==> config.mk <==
export PLATFORM = sky130hd
export DESIGN_NAME = modular_exponentiation_flat
export DESIGN_NICKNAME = d
export VERILOG_FILES = /design/src/rtl/elgamal_pkg.sv /design/src/rtl/modular_exponentiation_if.sv /design/src/rtl/modular_exponentiation.sv /design/src/flat_wrapper.sv
export SDC_FILE = /design/constraint.sdc
export NUM_CORES = 1
export LEC_CHECK = 0
export ABC_AREA = 1
export CORE_AREA = 2 2 206 208
export DETAILED_ROUTE_END_ITERATION = 8
export DIE_AREA = 0 0 208 210
export GPL_ROUTABILITY_DRIVEN = 0
export GPL_TIMING_DRIVEN = 0
export HOLD_SLACK_MARGIN = 0.12
export PLACE_DENSITY = 0.6
export RECOVER_POWER = 50
export SLEW_MARGIN = 10
export SYNTH_ARGS = -nofsm -noshare
export SYNTH_HDL_FRONTEND = slang
export SYNTH_SLANG_ARGS = --single-unit
==> constraint.sdc <==
create_clock -name clk -period 4.8 [get_ports clk]
set_input_delay 0.72 -clock clk [delete_from_list [all_inputs] [get_ports clk]]
set_output_delay 0.72 -clock clk [all_outputs]
set_load 0.01 [all_outputs]
==> src/rtl/elgamal_pkg.sv <==
// Shared types and constants for the ElGamal datapath blocks.
package elgamal_pkg;

  localparam int unsigned DEFAULT_SIZE = 64;
  localparam int unsigned ONE          = 1;

  typedef enum logic [2:0] {
    IDLE     = 3'd0,
    REQ_MUL  = 3'd1,
    WAIT_MUL = 3'd2,
    REQ_SQR  = 3'd3,
    WAIT_SQR = 3'd4,
    STEP     = 3'd5,
    OUT      = 3'd6
  } state_t;

endpackage

==> src/rtl/modular_exponentiation_if.sv <==
// Operand/result streams and multiplier request/response channels of the
// modular exponentiation block. slave = block view, master = environment view.
interface modular_exponentiation_if #(
  parameter int unsigned SIZE = 64
);

  logic [SIZE-1:0] in_tdata_base;
  logic [SIZE-1:0] in_tdata_exp;
  logic [SIZE-1:0] in_tdata_mod;
  logic            in_tvalid;
  logic            in_tready;

  logic [SIZE-1:0] out_tdata;
  logic            out_error;
  logic            out_tvalid;
  logic            out_tready;

  logic [SIZE-1:0] mm_a_tdata;
  logic [SIZE-1:0] mm_b_tdata;
  logic [SIZE-1:0] mm_n_tdata;
  logic            mm_tvalid;
  logic            mm_tready;

  logic [SIZE-1:0] mm_res_tdata;
  logic            mm_res_tvalid;
  logic            mm_res_tready;

  logic            busy;

  modport slave (
    input  in_tdata_base, in_tdata_exp, in_tdata_mod, in_tvalid,
    output in_tready,
    output out_tdata, out_error, out_tvalid,
    input  out_tready,
    output mm_a_tdata, mm_b_tdata, mm_n_tdata, mm_tvalid,
    input  mm_tready,
    input  mm_res_tdata, mm_res_tvalid,
    output mm_res_tready,
    output busy
  );

  modport master (
    output in_tdata_base, in_tdata_exp, in_tdata_mod, in_tvalid,
    input  in_tready,
    input  out_tdata, out_error, out_tvalid,
    output out_tready,
    input  mm_a_tdata, mm_b_tdata, mm_n_tdata, mm_tvalid,
    output mm_tready,
    output mm_res_tdata, mm_res_tvalid,
    input  mm_res_tready,
    input  busy
  );

endinterface

==> src/rtl/modular_exponentiation.sv <==
// Right-to-left square-and-multiply exponentiation; every product is
// delegated to an external modular multiplier over the mm_* channels.
module modular_exponentiation
  import elgamal_pkg::*;
#(
  parameter int unsigned SIZE = DEFAULT_SIZE
) (
  input  logic                      clk,
  input  logic                      rst,
  modular_exponentiation_if.slave   bus
);

  state_t          state;
  state_t          state_nx;
  logic [SIZE-1:0] r;
  logic [SIZE-1:0] b;
  logic [SIZE-1:0] e;
  logic [SIZE-1:0] n;
  logic            err;
  logic            trivial;

  // Degenerate moduli and a zero exponent finish without touching the multiplier.
  assign trivial = (bus.in_tdata_mod == '0) || (bus.in_tdata_mod == SIZE'(ONE)) ||
                   (bus.in_tdata_exp == '0);

  // State register.
  always_ff @(posedge clk) begin
    if (rst) state <= IDLE;
    else     state <= state_nx;
  end

  // Next-state selection.
  always_comb begin
    state_nx = state;
    unique case (state)
      IDLE:     if (bus.in_tvalid) state_nx = trivial ? OUT : STEP;
      STEP:     state_nx = e[0] ? REQ_MUL : REQ_SQR;
      REQ_MUL:  if (bus.mm_tready) state_nx = WAIT_MUL;
      WAIT_MUL: if (bus.mm_res_tvalid) state_nx = ((e >> 1) == '0) ? OUT : REQ_SQR;
      REQ_SQR:  if (bus.mm_tready) state_nx = WAIT_SQR;
      WAIT_SQR: if (bus.mm_res_tvalid) state_nx = STEP;
      OUT:      if (bus.out_tready) state_nx = IDLE;
      default:  state_nx = IDLE;
    endcase
  end

  // Operand registers: load on accept, absorb products in the wait states.
  always_ff @(posedge clk) begin
    if (rst) begin
      r   <= '0;
      b   <= '0;
      e   <= '0;
      n   <= '0;
      err <= 1'b0;
    end else begin
      unique case (state)
        IDLE: if (bus.in_tvalid) begin
          b   <= bus.in_tdata_base;
          e   <= bus.in_tdata_exp;
          n   <= bus.in_tdata_mod;
          err <= (bus.in_tdata_mod == '0);
          // mod 0 and mod 1 both yield 0; every other case starts from 1.
          r   <= ((bus.in_tdata_mod == '0) || (bus.in_tdata_mod == SIZE'(ONE))) ?
                 '0 : SIZE'(ONE);
        end
        WAIT_MUL: if (bus.mm_res_tvalid) r <= bus.mm_res_tdata;
        WAIT_SQR: if (bus.mm_res_tvalid) begin
          b <= bus.mm_res_tdata;
          e <= e >> 1;
        end
        default: ;
      endcase
    end
  end

  // Handshake and datapath outputs decoded from state.
  always_comb begin
    bus.in_tready     = (state == IDLE) && !rst;
    bus.mm_tvalid     = (state == REQ_MUL) || (state == REQ_SQR);
    bus.mm_a_tdata    = (state == REQ_MUL) ? r : b;
    bus.mm_b_tdata    = b;
    bus.mm_n_tdata    = n;
    bus.mm_res_tready = (state == WAIT_MUL) || (state == WAIT_SQR);
    bus.out_tvalid    = (state == OUT);
    bus.out_tdata     = r;
    bus.out_error     = err;
    bus.busy          = (state != IDLE);
  end

endmodule

==> src/flat_wrapper.sv <==
// flat-port wrapper written by rule: the top's interface ports become plain ports
module modular_exponentiation_flat import elgamal_pkg::*;
#(
  parameter int unsigned SIZE = DEFAULT_SIZE
)
  (clk, rst, bus_in_tdata_base, bus_in_tdata_exp, bus_in_tdata_mod, bus_in_tvalid, bus_in_tready, bus_out_tdata, bus_out_error, bus_out_tvalid, bus_out_tready, bus_mm_a_tdata, bus_mm_b_tdata, bus_mm_n_tdata, bus_mm_tvalid, bus_mm_tready, bus_mm_res_tdata, bus_mm_res_tvalid, bus_mm_res_tready, bus_busy);
  modular_exponentiation_if #(.SIZE(SIZE)) bus_i ();
  input  logic clk;
  input  logic rst;
  input wire logic [$bits(bus_i.in_tdata_base)-1:0] bus_in_tdata_base;
  input wire logic [$bits(bus_i.in_tdata_exp)-1:0] bus_in_tdata_exp;
  input wire logic [$bits(bus_i.in_tdata_mod)-1:0] bus_in_tdata_mod;
  input wire logic [$bits(bus_i.in_tvalid)-1:0] bus_in_tvalid;
  output wire logic [$bits(bus_i.in_tready)-1:0] bus_in_tready;
  output wire logic [$bits(bus_i.out_tdata)-1:0] bus_out_tdata;
  output wire logic [$bits(bus_i.out_error)-1:0] bus_out_error;
  output wire logic [$bits(bus_i.out_tvalid)-1:0] bus_out_tvalid;
  input wire logic [$bits(bus_i.out_tready)-1:0] bus_out_tready;
  output wire logic [$bits(bus_i.mm_a_tdata)-1:0] bus_mm_a_tdata;
  output wire logic [$bits(bus_i.mm_b_tdata)-1:0] bus_mm_b_tdata;
  output wire logic [$bits(bus_i.mm_n_tdata)-1:0] bus_mm_n_tdata;
  output wire logic [$bits(bus_i.mm_tvalid)-1:0] bus_mm_tvalid;
  input wire logic [$bits(bus_i.mm_tready)-1:0] bus_mm_tready;
  input wire logic [$bits(bus_i.mm_res_tdata)-1:0] bus_mm_res_tdata;
  input wire logic [$bits(bus_i.mm_res_tvalid)-1:0] bus_mm_res_tvalid;
  output wire logic [$bits(bus_i.mm_res_tready)-1:0] bus_mm_res_tready;
  output wire logic [$bits(bus_i.busy)-1:0] bus_busy;
  assign bus_i.in_tdata_base = bus_in_tdata_base;
  assign bus_i.in_tdata_exp = bus_in_tdata_exp;
  assign bus_i.in_tdata_mod = bus_in_tdata_mod;
  assign bus_i.in_tvalid = bus_in_tvalid;
  assign bus_in_tready = bus_i.in_tready;
  assign bus_out_tdata = bus_i.out_tdata;
  assign bus_out_error = bus_i.out_error;
  assign bus_out_tvalid = bus_i.out_tvalid;
  assign bus_i.out_tready = bus_out_tready;
  assign bus_mm_a_tdata = bus_i.mm_a_tdata;
  assign bus_mm_b_tdata = bus_i.mm_b_tdata;
  assign bus_mm_n_tdata = bus_i.mm_n_tdata;
  assign bus_mm_tvalid = bus_i.mm_tvalid;
  assign bus_i.mm_tready = bus_mm_tready;
  assign bus_i.mm_res_tdata = bus_mm_res_tdata;
  assign bus_i.mm_res_tvalid = bus_mm_res_tvalid;
  assign bus_mm_res_tready = bus_i.mm_res_tready;
  assign bus_busy = bus_i.busy;
  modular_exponentiation #(.SIZE(SIZE)) u_core (.clk(clk), .rst(rst), .bus(bus_i));
endmodule
==> impl_metrics.env <==
export IMPL_portBuffers=522
export IMPL_start_kind="register"
export IMPL_hold_viol=0
export IMPL_ys_async_sr_fraction_pct=0
export IMPL_dieArea_um2=43700
export IMPL_critPathSlowestCell="clkdlybuf4s50_1"
export IMPL_power_density_nw_per_um2=561
export IMPL_post_cts_setup_buffers=0
export IMPL_postCtsHoldBufs=0
export IMPL_syn_nets=2055
export IMPL_rsz0062_at_grt="false"
export IMPL_ios=524
export IMPL_first_iter_violations=920
export IMPL_synth_seq_cells=260
export IMPL_ys_seq_area_share_pct=42.7
export IMPL_holdWs_ps=469
export IMPL_critical_path_reg2reg_endpoint="u_core.e[59]"
export IMPL_final_seq_area_um2=5200
export IMPL_wl_met3_mm=3.68
export IMPL_antenna_found_initial=6
export IMPL_dieHeight_um=210
export IMPL_cts_htree_levels=1
export IMPL_timing_critical_path_from="u_core.state[2]"
export IMPL_setup_viol=0
export IMPL_max_freq_ghz=0.235
export IMPL_root_buffer="clkbuf_16"
export IMPL_synthFlopType="dfxtp_1"
export IMPL_route_vias_total=14400
export IMPL_clk_pin_slew_ps=60
export IMPL_antenna_left=0
export IMPL_r2r_start="u_core.state[0]"
export IMPL_ys_types=27
export IMPL_cts_sinks=260
export IMPL_relSlewSlack_pct=40.1
export IMPL_ff2ff_path_depth=11
export IMPL_drc_errors=0
export IMPL_final_util_pct=46.0
export IMPL_preCtsSetupSlack_ps=1030
export IMPL_clk_insertion_delay_late_ps=560
export IMPL_holdCritPathClass="reg2reg"
export IMPL_drt_first_pass_iters=6
export IMPL_post_route_period_util_pct=88.7
export IMPL_worstSetupEndpointType="output port"
export IMPL_wl_met1_mm=22.9
export IMPL_grt_max_degree=15
export IMPL_crit_path_max_incr_delay_ps=650
export IMPL_hp_start="u_core.bus.out_error"
export IMPL_arrival_ps=3540
export IMPL_holdPathStages=2
export IMPL_grt_pass1_wl_mm=83.0
export IMPL_drv_slew=0
export IMPL_synth_edf_count=0
export IMPL_worstHoldEndpoint="u_core.bus.out_error"
export IMPL_regToRegSetupSlack_ps=920
export IMPL_area_delta_synth_final_pct=56.4
export IMPL_clk_path_buf_depth=3
export IMPL_fin_tns_setup_ps=0
export IMPL_drt_vias_per_instance=4.94
export IMPL_fin_crit_ps=4260
export IMPL_track_usage_pct=24.0
export IMPL_tightest_slew_ps=899
export IMPL_post_drt_wl_per_cell_um=18.9
export IMPL_ctsResizeCount=0
export IMPL_dr_wl_met2_mm=27.2
export IMPL_start_util_pct=29.4
export IMPL_irDropWorstVdd_v=0.000226
export IMPL_p_leak_nw=7.81
export IMPL_postSynthAreaPerCell_um2=6.80
export IMPL_multi_input_area_um2=5530
export IMPL_nNetsFinal=2610
export IMPL_setup_ws_ps=544
export IMPL_required_ps=4080
export IMPL_grt_pass1_vias=13800
export IMPL_coreArea_um2=41500
export IMPL_path_class="reg2out"
export IMPL_cts_tree="built"
export IMPL_fin_worst_skew_ps=13.3
export IMPL_netlist_area_um2=12200
export IMPL_cp_cell_sequence="clkbuf_1 > nor2_1 > nand2_1 > buf_2 > buf_2 > clkbuf_1 > nand2_1 > o21ai_0 > clkdlybuf4s50_1"
export IMPL_cp_max_fo=10
export IMPL_hpwlAfterDp_mm=42.5
export IMPL_synthCells=1793
export IMPL_die_w_um=208
export IMPL_maxCapViolations=0
export IMPL_grt_overflow_total=0
export IMPL_top_layer_used="met5"
export IMPL_numCtsBuffers=31
export IMPL_rows=75
export IMPL_fillers=4290
export IMPL_status="finished, final reports clean"
export IMPL_yosysWarningCount=0
export IMPL_drive_gt1_share_pct=3.59
export IMPL_drt_wl_total_mm=55.0
==> cell type report <==
type | instances | area share (%)
inverters | 208 | 4.10
multi-input cells | 1185 | 29.0
well taps | 539 | 3.54
repair buffers | 522 | 27.4
plain buffers | 140 | 3.27
clock inverters | 9 | 0.558
clock buffers | 46 | 4.78
diodes | 5 | 0.0656
flip-flops and latches | 260 | 27.3
==> worst max-delay path: cells and delay by family (launching register included) <==
family | cells | cell delay [ps]
and+or+nand+nor | 3 | 320
DFF | 1 | 300
buffers and inverters | 5 | 2160
AOI/OAI and AO/OA | 1 | 190
==> cells in the mapped netlist, drive strengths merged, types with 3 or more instances <==
library cell / n / share of area [%]
nor2: 438 / 14
dfxtp: 260 / 43
o21ai: 256 / 11
nand2: 210 / 6.5
inv: 208 / 6.4
clkbuf: 100 / 3.1
a211oi: 65 / 4.0
a31oi: 64 / 3.3
nand4: 64 / 3.3
o22ai: 63 / 3.2
buf: 40 / 2.1
a21oi: 12 / 0.49
nand3: 8 / 0.37
nor3: 3 / 0.22
==> how the worst max path moves through the flow <==
stage                          to  slack (ps)  depth (start not counted)
6_report       bus_mm_a_tdata[57]         540                          9
5_1_grt        bus_mm_a_tdata[57]         260                          9
4_1_cts         bus_mm_a_tdata[2]         480                          8
3_5_place_dp        bus_in_tready        1030                          5
3_3_place_gp        bus_in_tready         990                          5
2_1_floorplan   bus_mm_a_tdata[1]        2470                          7
==> per-layer routing <==
layer  GRT usage [%]  up-vias
li1                -     7020
met1            30.0     6753
met2            42.2      562
met3            4.89       65
met4            5.97        2
met5               0        -
==> logic make-up after synthesis <==
logic type	Yosys count	synth area share [%]
AOI/OAI and AO/OA	460	21.6
buffers and inverters	348	11.6
DFF	260	42.7
and+or+nand+nor	725	24.1
==> placed cells by master, fill, tap and decap left out, types with 2 or more instances in the layout <==
master,Yosys,layout
nand4_1,64,64
clkbuf_16,0,31
o21ai_1,40,40
buf_2,26,22
dfxtp_1,260,260
nand3_1,7,7
clkbuf_1,100,112
diode_2,0,5
nor3_1,2,3
o21ai_0,215,216
inv_1,203,205
nor2_1,436,438
buf_1,3,3
a21oi_1,12,12
a31oi_1,64,64
clkinvlp_4,0,3
buf_6,9,9
a211oi_1,65,65
bufinv_16,0,2
inv_2,4,2
nand2_1,209,209
o22ai_1,63,63
clkbuf_8,0,8
clkdlybuf4s50_1,0,340
dlygate4sd3_1,0,182
nor4_1,2,2
clkinv_2,0,3
==> state kept, by name (all words and copies together) (netlist names) <==
register and flops:
u_core.bus.mm_b_tdata 64, u_core.bus.mm_n_tdata 64, u_core.bus.out_tdata 64, u_core.e 64, u_core.state 3, u_core.bus.out_error 1
==> stage by stage <==
step / cell area [µm²] / std cells / total power, W
after global routing: 19100 / 2913 / 0.0114
final: 19100 / 2914 / 0.0107
after detailed placement: 18100 / 2854 / 0.00856
after CTS: 19100 / 2909 / 0.0110
after floorplan: 12200 / 1793 / 0.00585
after global placement: 18100 / 2854 / 0.00850
==> power breakdown <==
part           total [W]  internal, W  switching [W]
logic            0.00508      0.00206        0.00302
registers        0.00325      0.00281       0.000439
clock network    0.00236      0.00141       0.000953
(Power assumes the default switching activity.)
==> RTL edit (same flow settings) <==
Change the package constant `DEFAULT_SIZE` from 64 to 32.
--- a/src/rtl/elgamal_pkg.sv
+++ b/src/rtl/elgamal_pkg.sv
@@ -3,3 +3,3 @@
 
-  localparam int unsigned DEFAULT_SIZE = 64;
+  localparam int unsigned DEFAULT_SIZE = 32;
   localparam int unsigned ONE          = 1;
Ports: changed (8 resized); port bits go from 524 to 268. No check against the original RTL was run, so the function may have changed too.
==> RTL edit against the original RTL <==
The run now ends with capacitance limit, slew limit left; power shrank 48%; synthesized area shrank 51%; sequential cell count shrank 128; wire length shrank 50%; largest cell class unchanged; count of clock-buffer cells in the layout shrank 27; final area shrank 48%; worst setup slack gained 360 ps; die area is the same.
==> RTL edit: results (changes against the original RTL) <==
crit_family: "simple AND/OR/NAND/NOR gates"
use_met3: 0.0356  # -0.0133
sequentialPower_mw: 1.71  # -47%
ys_seq_area_frac: 0.438  # +0.0115
synth_commonest_cells: "nand2_1 (257), dfxtp_1 (132), nor2_1 (96)"
hp-start: "u_core.e[21]$_SDFFE_PP0P_"
grt_usage: 0.124  # -0.116
clkPwrFrac: 0.240  # +0.019
fin_skew_ps: 12.4  # -0.915 ps
ir_worst_vdd_uv: 275  # +21%
wl_met3_um: 1600  # -57%
whs_ps: 472  # +3.06 ps
r2r-end: "u_core.bus.mm_b_tdata[1]$_SDFFE_PP0P_"
cp.arrival_ps: 3170  # -370 ps
outcome: "finished with violations"
nets: 1311  # -50%
fin_cells: 1728  # -41%
r2r_cells: 8  # -3
insertion_delay_ps: 440  # -120 ps
finalMaxSlewViolations: 10  # +10
drt_iter0_markers: 285  # -69%
yosys-top-cells-area: "dfxtp_1 (44%), nand2_1 (16%), o21ai_0 (6.6%)"
relSlewSlack: -0.119  # -0.520
crit_path_max_incr_delay_ps: 1260  # +610 ps
r2r_setup_slack_ps: 1050  # +130 ps
cap_violations: 1  # +1
synth_cells: 892  # -50%
synthDistinctLibCells: 25  # -7.4%
routed-wl-met2_um: 13200  # -52%
cp_max_fo: 9  # -1
antenna_found_initial: 0  # -6
violations: "capacitance limit, slew limit"
[RTL edit: changes by cell type after synthesis, moves of 16 or more]
cell / before / now
a21oi_1: 12 / 57
nand4_1: 64 / 5
o21ai_1: 40 / 24
inv_1: 203 / 34
clkbuf_1: 100 / 47
nand3_1: 7 / 66
dfxtp_1: 260 / 132
nor2_1: 436 / 96
a211oi_1: 65 / 1
o22ai_1: 63 / 1
nand2_1: 209 / 257
o21ai_0: 215 / 80
[RTL edit: final cells by class]
class / instances / area, sq um
Clock inverter: 12 / 131
Multi-Input combinational cell: 654 / 2920
Tap cell: 539 / 674
Timing Repair Buffer: 266 / 2660
Sequential cell: 132 / 2640
Fill cell: 4590 / 31600
Clock buffer: 19 / 453
Buffer: 66 / 273
Inverter: 40 / 150
[RTL edit: cells by family after synthesis]
kind of cell	count (synthesis)	synth area share
AND/OR/NAND/NOR	434	0.292
buffers and inverters	106	0.0739
flip-flops	132	0.438
AO/OA/AOI/OAI	220	0.196
